`src/rtl/async_mem_master.sv`:
```
// Synchronous request/ack to asynchronous SRAM/flash strobe cycle initiator.
// Programmable setup/pulse/hold timing with a resynchronised wait_n stretch.
module async_mem_master #(
    parameter int AW           = 24,
    parameter int DW           = 16,
    parameter int SETUP_CYCLES = 2,
    parameter int PULSE_CYCLES = 3,
    parameter int HOLD_CYCLES  = 1
) (
    input  logic            clk,
    input  logic            rst,
    input  logic            req,
    input  logic            we,
    input  logic [AW-1:0]   addr,
    input  logic [DW/8-1:0] sel,
    input  logic [DW-1:0]   wdata,
    output logic [DW-1:0]   rdata,
    output logic            ack,
    output logic            busy,
    output logic [AW-1:0]   mem_addr,
    output logic [DW/8-1:0] mem_be_n,
    output logic            mem_ce_n,
    output logic            mem_oe_n,
    output logic            mem_we_n,
    output logic [DW-1:0]   mem_d_out,
    output logic            mem_d_oe,
    input  logic [DW-1:0]   mem_d_in,
    input  logic            mem_wait_n
);

    localparam int BW = DW / 8;
    localparam logic [7:0] SETUP_LD = 8'(SETUP_CYCLES - 1);
    localparam logic [7:0] PULSE_LD = 8'(PULSE_CYCLES - 1);
    localparam logic [7:0] HOLD_LD  = 8'(HOLD_CYCLES - 1);

    typedef enum logic [1:0] {IDLE, SETUP, PULSE, HOLD} state_t;

    state_t          state, state_nx;
    logic [7:0]      cnt, cnt_nx;
    logic            xfer_we, xfer_we_nx;
    logic            wait_m, wait_s;
    logic [AW-1:0]   addr_nx;
    logic [BW-1:0]   be_n_nx;
    logic [DW-1:0]   d_out_nx, rdata_nx;
    logic            ce_n_nx, oe_n_nx, we_n_nx, d_oe_nx, ack_nx;

    // wait_n is asynchronous to clk; only wait_s may be used by the FSM.
    always_ff @(posedge clk) begin
        if (rst) begin
            wait_m <= 1'b1;
            wait_s <= 1'b1;
        end else begin
            wait_m <= mem_wait_n;
            wait_s <= wait_m;
        end
    end

    always_comb begin
        state_nx   = state;
        cnt_nx     = cnt;
        xfer_we_nx = xfer_we;
        addr_nx    = mem_addr;
        be_n_nx    = mem_be_n;
        d_out_nx   = mem_d_out;
        rdata_nx   = rdata;
        ce_n_nx    = mem_ce_n;
        oe_n_nx    = mem_oe_n;
        we_n_nx    = mem_we_n;
        d_oe_nx    = mem_d_oe;
        ack_nx     = 1'b0;
        case (state)
            IDLE: begin
                // A req still held during the ack cycle must not start a new transfer.
                if (req && !ack) begin
                    addr_nx    = addr;
                    be_n_nx    = ~sel;
                    d_out_nx   = wdata;
                    xfer_we_nx = we;
                    ce_n_nx    = 1'b0;
                    d_oe_nx    = we;
                    cnt_nx     = SETUP_LD;
                    state_nx   = SETUP;
                end
            end
            SETUP: begin
                if (cnt == 8'd0) begin
                    if (xfer_we) we_n_nx = 1'b0;
                    else         oe_n_nx = 1'b0;
                    cnt_nx   = PULSE_LD;
                    state_nx = PULSE;
                end else begin
                    cnt_nx = cnt - 8'd1;
                end
            end
            PULSE: begin
                if (cnt != 8'd0) begin
                    cnt_nx = cnt - 8'd1;
                end else if (wait_s) begin
                    we_n_nx  = 1'b1;
                    oe_n_nx  = 1'b1;
                    if (!xfer_we) rdata_nx = mem_d_in;
                    cnt_nx   = HOLD_LD;
                    state_nx = HOLD;
                end
            end
            HOLD: begin
                if (cnt == 8'd0) begin
                    ce_n_nx  = 1'b1;
                    be_n_nx  = '1;
                    d_oe_nx  = 1'b0;
                    ack_nx   = 1'b1;
                    state_nx = IDLE;
                end else begin
                    cnt_nx = cnt - 8'd1;
                end
            end
            default: state_nx = IDLE;
        endcase
    end

    always_ff @(posedge clk) begin
        if (rst) begin
            state     <= IDLE;
            cnt       <= 8'd0;
            xfer_we   <= 1'b0;
            mem_addr  <= '0;
            mem_be_n  <= '1;
            mem_d_out <= '0;
            rdata     <= '0;
            mem_ce_n  <= 1'b1;
            mem_oe_n  <= 1'b1;
            mem_we_n  <= 1'b1;
            mem_d_oe  <= 1'b0;
            ack       <= 1'b0;
            busy      <= 1'b0;
        end else begin
            state     <= state_nx;
            cnt       <= cnt_nx;
            xfer_we   <= xfer_we_nx;
            mem_addr  <= addr_nx;
            mem_be_n  <= be_n_nx;
            mem_d_out <= d_out_nx;
            rdata     <= rdata_nx;
            mem_ce_n  <= ce_n_nx;
            mem_oe_n  <= oe_n_nx;
            mem_we_n  <= we_n_nx;
            mem_d_oe  <= d_oe_nx;
            ack       <= ack_nx;
            busy      <= (state_nx != IDLE);
        end
    end

endmodule
```
`config.mk`:
```
export PLATFORM = sky130hd
export DESIGN_NAME = async_mem_master
export DESIGN_NICKNAME = d
export VERILOG_FILES = /design/src/rtl/async_mem_master.sv
export SDC_FILE = /design/constraint.sdc
export NUM_CORES = 1
export LEC_CHECK = 0
export ABC_AREA = 1
export CAP_MARGIN = 25
export CORE_MARGIN = 10
export CORE_UTILIZATION = 38
export CTS_CLUSTER_DIAMETER = 60
export DETAILED_ROUTE_END_ITERATION = 8
export PLACE_DENSITY = 0.84
export RECOVER_POWER = 25
export SLEW_MARGIN = 20
export SYNTH_ARGS = -nofsm -noshare
export SYNTH_HDL_FRONTEND = slang
export SYNTH_SLANG_ARGS = --single-unit
```
`constraint.sdc`:
```
create_clock -name clk -period 1.6 [get_ports clk]
set_clock_uncertainty 0.05 [all_clocks]
set_input_delay 0.32 -clock clk [delete_from_list [all_inputs] [get_ports clk]]
set_output_delay 0.32 -clock clk [all_outputs]
set_load 0.01 [all_outputs]
```
==> flow_summary.ini, run 1 <==
[outcome]
outcome = complete, no violations

[global_routing]
grt_pass1_vias = 2852
grt_pass1_wl_microns = 14200
antenna_found_initial = 0
gr-usage-all-layers_pct = 15.0
grt_max_degree = 47
grt_overflow = 0

[floorplanning]
die_w_microns = 108
die_y_microns = 108
io-pin-count = 127
fp.coreArea_sq_um = 7370
rows = 31
die_area_sq_um = 11600
start_util_pct = 39.5

[cts]
ctsHoldBuffers = 0
cts_made_buffers = 9
clockBufferDepth = 2
clkLatencyLatePin_ns = 0.34
clock-sinks = 77
cts-htree-levels = 3
root_buffer = clkbuf_8
cts_tree = yes
clk_pin_slew_worst_paths_ns = 0.08

[power]
p_per_area_nw_per_um2 = 1840
cellLeakagePower_nw = 2.07
vdd_drop_max_mv = 0.758

[synth]
synth.distinct_cells = 29
ys_seq_area_share_pct = 52.9
synth_ff_type = dfxtp_1
yosys_register_bits = 77
ys_async_sr_fraction_pct = 0
synth_edf_count = 0
syn_area_sq_um = 2910
syn_inst = 382
yosys_warnings = 0
synth.net_count = 447
avgSynthCellArea_sq_um = 7.63

[route]
drt_pre_antenna_iters = 6
wl_per_cell_microns = 14.7
dr.first_iter.drc_count = 136
drtAntennaViolNets = 0
vias = 2972
drc = 0
wl_microns = 9080
vias_per_cell = 4.80

[setup_path]
setup.worst_path.class = register to register
cp.required_ns = 1.82
crit_fanout = 16
endpoint_kind = register
worstPathArrival_ns = 1.71
startpoint_type = register

[sta]
rsz0062_at_grt = false
min_period_ns = 1.49
finalCritPeriodShare_pct = 92.9
maxSlewHeadroom_pct = 75.2
worst_slack_ns = 0.113
setup_viol = 0
tightestPinTransition_ns = 0.372
finalHoldViolCount = 0
maxSlewViolCount = 0
tns_ns = 0
fmax_mhz = 673

[finish]
multi_input_area_sq_um = 1260
mostFrequentLayoutCells = nor2_1 (129), dfxtp_1 (74), clkdlybuf4s50_1 (61)
antennaDiodeCount = 0
layout.nets = 580
final_cells = 619
final_common_cell = nor2_1
n_fill_cell = 663
syn2layout_area_growth_pct = 57.1
regArea_sq_um = 1550
drive_above_1_share_pct = 9.62

[flow_run]
max-cap-violations = 0

[min_path]
min-delay-path-class = register to register

[placed_design]
gp_congestion = 0.872
io_buffers = 126
place_hpwl_microns = 6820
dpl_worst_slack_ns = -0.152
place_inst = 601
power breakdown:
group	switching [mW]	internal [mW]	total [mW]
Combinational	2.19	1.59	3.78
Sequential	0.379	2.51	2.89
Clock	0.685	1.05	1.73
repair_timing:
action | in CTS | in global routing
buffers inserted | 1 | 0
hold endpoints to repair | 0 | 0
cloned | 0 | 1
setup endpoints to repair | 69 | 39
pin swaps | 2 | 4
gates resized for setup | 53 | 24
logic make-up (layout without fill, tap and decap cells):
group / after synthesis / in the layout / synth area share (%)
flip-flops: 77 / 77 / 52.9
buffers and inverters: 38 / 175 / 5.62
AO/OA/AOI/OAI: 82 / 82 / 14.7
AND/OR/NAND/NOR: 183 / 184 / 25.9
adder cells (fa/ha/maj): 2 / 2 / 0.859
worst max-delay path, cell delays in order, from the launching register on:
cell     delay, ns
dfxtp_1       0.34
inv_2         0.09
ha_4          0.14
nand2_4       0.07
nor2_8        0.16
nand3_4       0.10
nor2_4        0.14
buf_12        0.14
o21ai_0       0.08
nor2_1        0.10
synthesized netlist by cell type (2+ instances only):
| master | n | share of area, % |
|---|---|---|
| nor3_1 | 3 | 0.52 |
| clkbuf_1 | 8 | 1.0 |
| buf_2 | 8 | 1.4 |
| a21oi_1 | 7 | 1.2 |
| nand2_2 | 2 | 0.43 |
| dfxtp_1 | 77 | 53 |
| ha_1 | 2 | 0.86 |
| nand4_1 | 2 | 0.43 |
| nor2_1 | 130 | 17 |
| or2_2 | 2 | 0.43 |
| inv_1 | 17 | 2.2 |
| o21bai_1 | 2 | 0.52 |
| o21ai_1 | 15 | 2.6 |
| nand2_1 | 33 | 4.3 |
| inv_2 | 3 | 0.39 |
| nand3_1 | 6 | 1.0 |
| o21ai_0 | 53 | 9.1 |
routing by layer:
metal  vias up  share of wire (%)  global-route usage (%)
li1       1488                  -                       -
met1      1368                 41                    16.9
met2       108                 50                    25.5
met3         8                8.7                    6.71
met4         0                1.0                    3.34
met5         -                  0                       0
sequential cells by signal, summed over array words and instances (netlist names):
| register | count |
|---|---|
| busy | 1 |
| mem_oe_n | 1 |
| mem_be_n | 2 |
| mem_d_out | 16 |
| mem_addr | 24 |
| state | 2 |
| rdata | 16 |
| mem_d_oe | 1 |
| ack | 1 |
| wait_s | 1 |
| cnt | 8 |
| xfer_we | 1 |
| mem_ce_n | 1 |
| wait_m | 1 |
| mem_we_n | 1 |
worst paths after layout:
kind	start	end	slack [ns]	cells after the start
worst max register to register	cnt[1]	rdata[0]	0.11	9
worst min-delay path	wait_m	wait_s	0.36	1
worst min register to register	wait_m	wait_s	0.36	1
worst max-delay path	cnt[1]	rdata[0]	0.11	9
layout make-up:
class	instances	share of cell area, %
Clock inverter	5	2.35
Inverter	20	1.64
Sequential cell	77	33.7
Multi-Input combinational cell	268	27.5
Clock buffer	11	2.87
Timing Repair Buffer	139	29.2
Tap cell	99	2.70
per-stage QoR:
step | total power [mW] | cell area [sq um] | utilization [%] | hold slack, ns
after floorplan | 5.04 | 2910 | - | 0.339
after global placement | 6.61 | 4340 | 58.9 | 0.342
after detailed placement | 6.77 | 4340 | 58.9 | 0.347
after CTS | 8.28 | 4530 | 61.5 | 0.366
after global routing | 9.07 | 4580 | 62.1 | 0.383
final | 8.41 | 4580 | 62.1 | 0.364
Note: power is estimated with default switching activity, not from simulation.
==> run 2: changes to the inputs <==
- REMOVE_ABC_BUFFERS: not set -> 1
- SLEW_MARGIN: 20 -> not set
==> flow_summary.ini, run 2 (synthesis gave the netlist of run 1 again) <==
[global_routing]
grt_max_degree = 38
grt_pass1_vias = 2943
antenna_found_initial = 0
top_usage_layer = met2
grt_pass1_wl_microns = 13800
grt_overflow = 0
grtUsageMet2_pct = 24.1
use_met3_pct = 6.89
gr-usage-all-layers_pct = 14.7
met1_usage_pct = 16.1

[cts]
clock-sinks = 77
clkLatencyLatePin_ns = 0.34
cts_tree = yes
clockBufferDepth = 2
cts-htree-levels = 3
root_buffer = clkbuf_8
ctsHoldBuffers = 0
clk_pin_slew_worst_paths_ns = 0.08
cts_made_buffers = 9

[floorplanning]
die_area_sq_um = 11600
rows = 31
io-pin-count = 127
start_util_pct = 39.5
die_w_microns = 108
die_y_microns = 108
fp.coreArea_sq_um = 7370

[power]
cellLeakagePower_nw = 2.13
vdd_drop_max_mv = 0.712
p_per_area_nw_per_um2 = 1810

[setup_path]
rr_startpoint = cnt[1]
r2r_end = rdata[0]
cp.required_ns = 1.83
crit_family = simple AND/OR/NAND/NOR gates
slowest_stage = dfxtp_2
critical_path_buf_inv_count = 2
setup.worst_path.class = register to register
crit_fanout = 8
endpoint_kind = register
worstPathArrival_ns = 1.74
endpoint = rdata[0]
cp_cell_sequence = inv_2 > ha_4 > nand2_4 > nor2_8 > nand3_4 > nor2_4 > clkbuf_16 > o21ai_0 > nor2_1
reg2reg_slack_ns = 0.09
reg2reg_depth = 9
startpoint_type = register
startpoint = cnt[1]
critical_path_depth = 9
cpPeakStageDelay_ns = 0.34

[sta]
finalHoldViolCount = 0
setup_viol = 0
tns_ns = 0
tightestPinTransition_ns = 0.388
maxSlewViolCount = 0
min_period_ns = 1.51
holdWs_ns = 0.365
fmax_mhz = 663
maxSlewHeadroom_pct = 74.1
finalCritPeriodShare_pct = 94.3

[placed_design]
gp_congestion = 0.828
io_buffers = 126
place_hpwl_microns = 6630

[finish]
utilization_pct = 62.7
largest_reg_flops = 24
n_fill_cell = 664
drive_above_1_share_pct = 11.2
layout.nets = 585
mostFrequentLayoutCells = nor2_1 (126), dfxtp_1 (73), dlygate4sd2_1 (64)
syn2layout_area_growth_pct = 58.5
reg.largest.list = mem_addr: 24 flops, mem_d_out: 16 flops, rdata: 16 flops
final_common_cell = nor2_1
antennaDiodeCount = 0
max_flop_register = mem_addr

[route]
dr.first_iter.drc_count = 74
drc = 0
wl_microns = 8820
wl_per_cell_microns = 14.1
drtAntennaViolNets = 0
vias = 2948
vias_per_cell = 4.72
drt_pre_antenna_iters = 4

[flow_run]
max-cap-violations = 0

[outcome]
outcome = complete, no violations

[min_path]
min-delay-path-class = register to register
[run 2: changes by cell type in the layout (fill, tap and decap cells not counted), sizes merged]
| cell | change |
|---|---|
| buf | +4 |
| clkinvlp | +3 |
| clkinv | -1 |
| clkdlybuf4s25 | -11 |
| dlygate4sd2 | +11 |
| bufinv | -2 |
| inv | +1 |
[run 2: worst min-delay path by stage]
stage / startpoint / endpoint / slack (ns) / cells after the start
3_5_place_dp: wait_m / wait_s / 0.36 / 1
2_1_floorplan: rst / mem_d_oe / 0.34 / 1
3_3_place_gp: wait_m / wait_s / 0.35 / 1
4_1_cts: wait_m / wait_s / 0.37 / 1
6_report: wait_m / wait_s / 0.37 / 1
5_1_grt: wait_m / wait_s / 0.39 / 1
[run 2: cell type report]
cell class              instances  area, sq um  share of cell area, %
flip-flops and latches         77         1550                   33.5
repair buffers                144         1390                   30.2
multi-input cells             268         1270                   27.6
clock buffers                  10          138                   2.98
well taps                      99          124                   2.68
inverters                      20         75.1                   1.63
clock inverters                 6         70.1                   1.52
[run 2: metal layers]
metal | wire (microns) | part of all wire (%) | up-vias
li1 | - | - | 1500
met1 | 3630 | 41 | 1352
met2 | 4220 | 48 | 86
met3 | 844 | 9.6 | 10
met4 | 114 | 1.3 | 0
met5 | 0 | 0 | -
[run 2: repair_timing]
| action | 4_1_cts | 5_1_grt |
|---|---|---|
| pin swaps | 0 | 9 |
| buffers inserted | 0 | 1 |
| cloned | 0 | 2 |
| endpoints found under the setup margin | 64 | 26 |
| resized for setup | 64 | 18 |
[run 2: power breakdown]
group	switching [mW]	internal, mW	leakage [nW]	total, mW
Combinational	2.26	1.72	1.40	3.98
Sequential	0.352	2.52	0.635	2.87
Clock	0.731	0.773	0.0955	1.50
Total	3.34	5.01	2.13	8.35
[run 2: through the flow]
step                instance area [sq um]  setup WS, ns  power [mW]  instances
finish                               4620        0.0910        8.35        624
global route                         4620      -0.00556        9.01        624
CTS                                  4520        0.0287        8.07        621
detailed placement                   4390        -0.144        6.87        605
global placement                     4390        -0.104        6.73        605
floorplan                            2830        -0.434        4.94        364
==> run 3: changes to the inputs <==
- CAP_MARGIN: 25 -> 20
==> results of run 3 <==
Same layout as run 2: the final DEF is identical, and so are final timing and power.
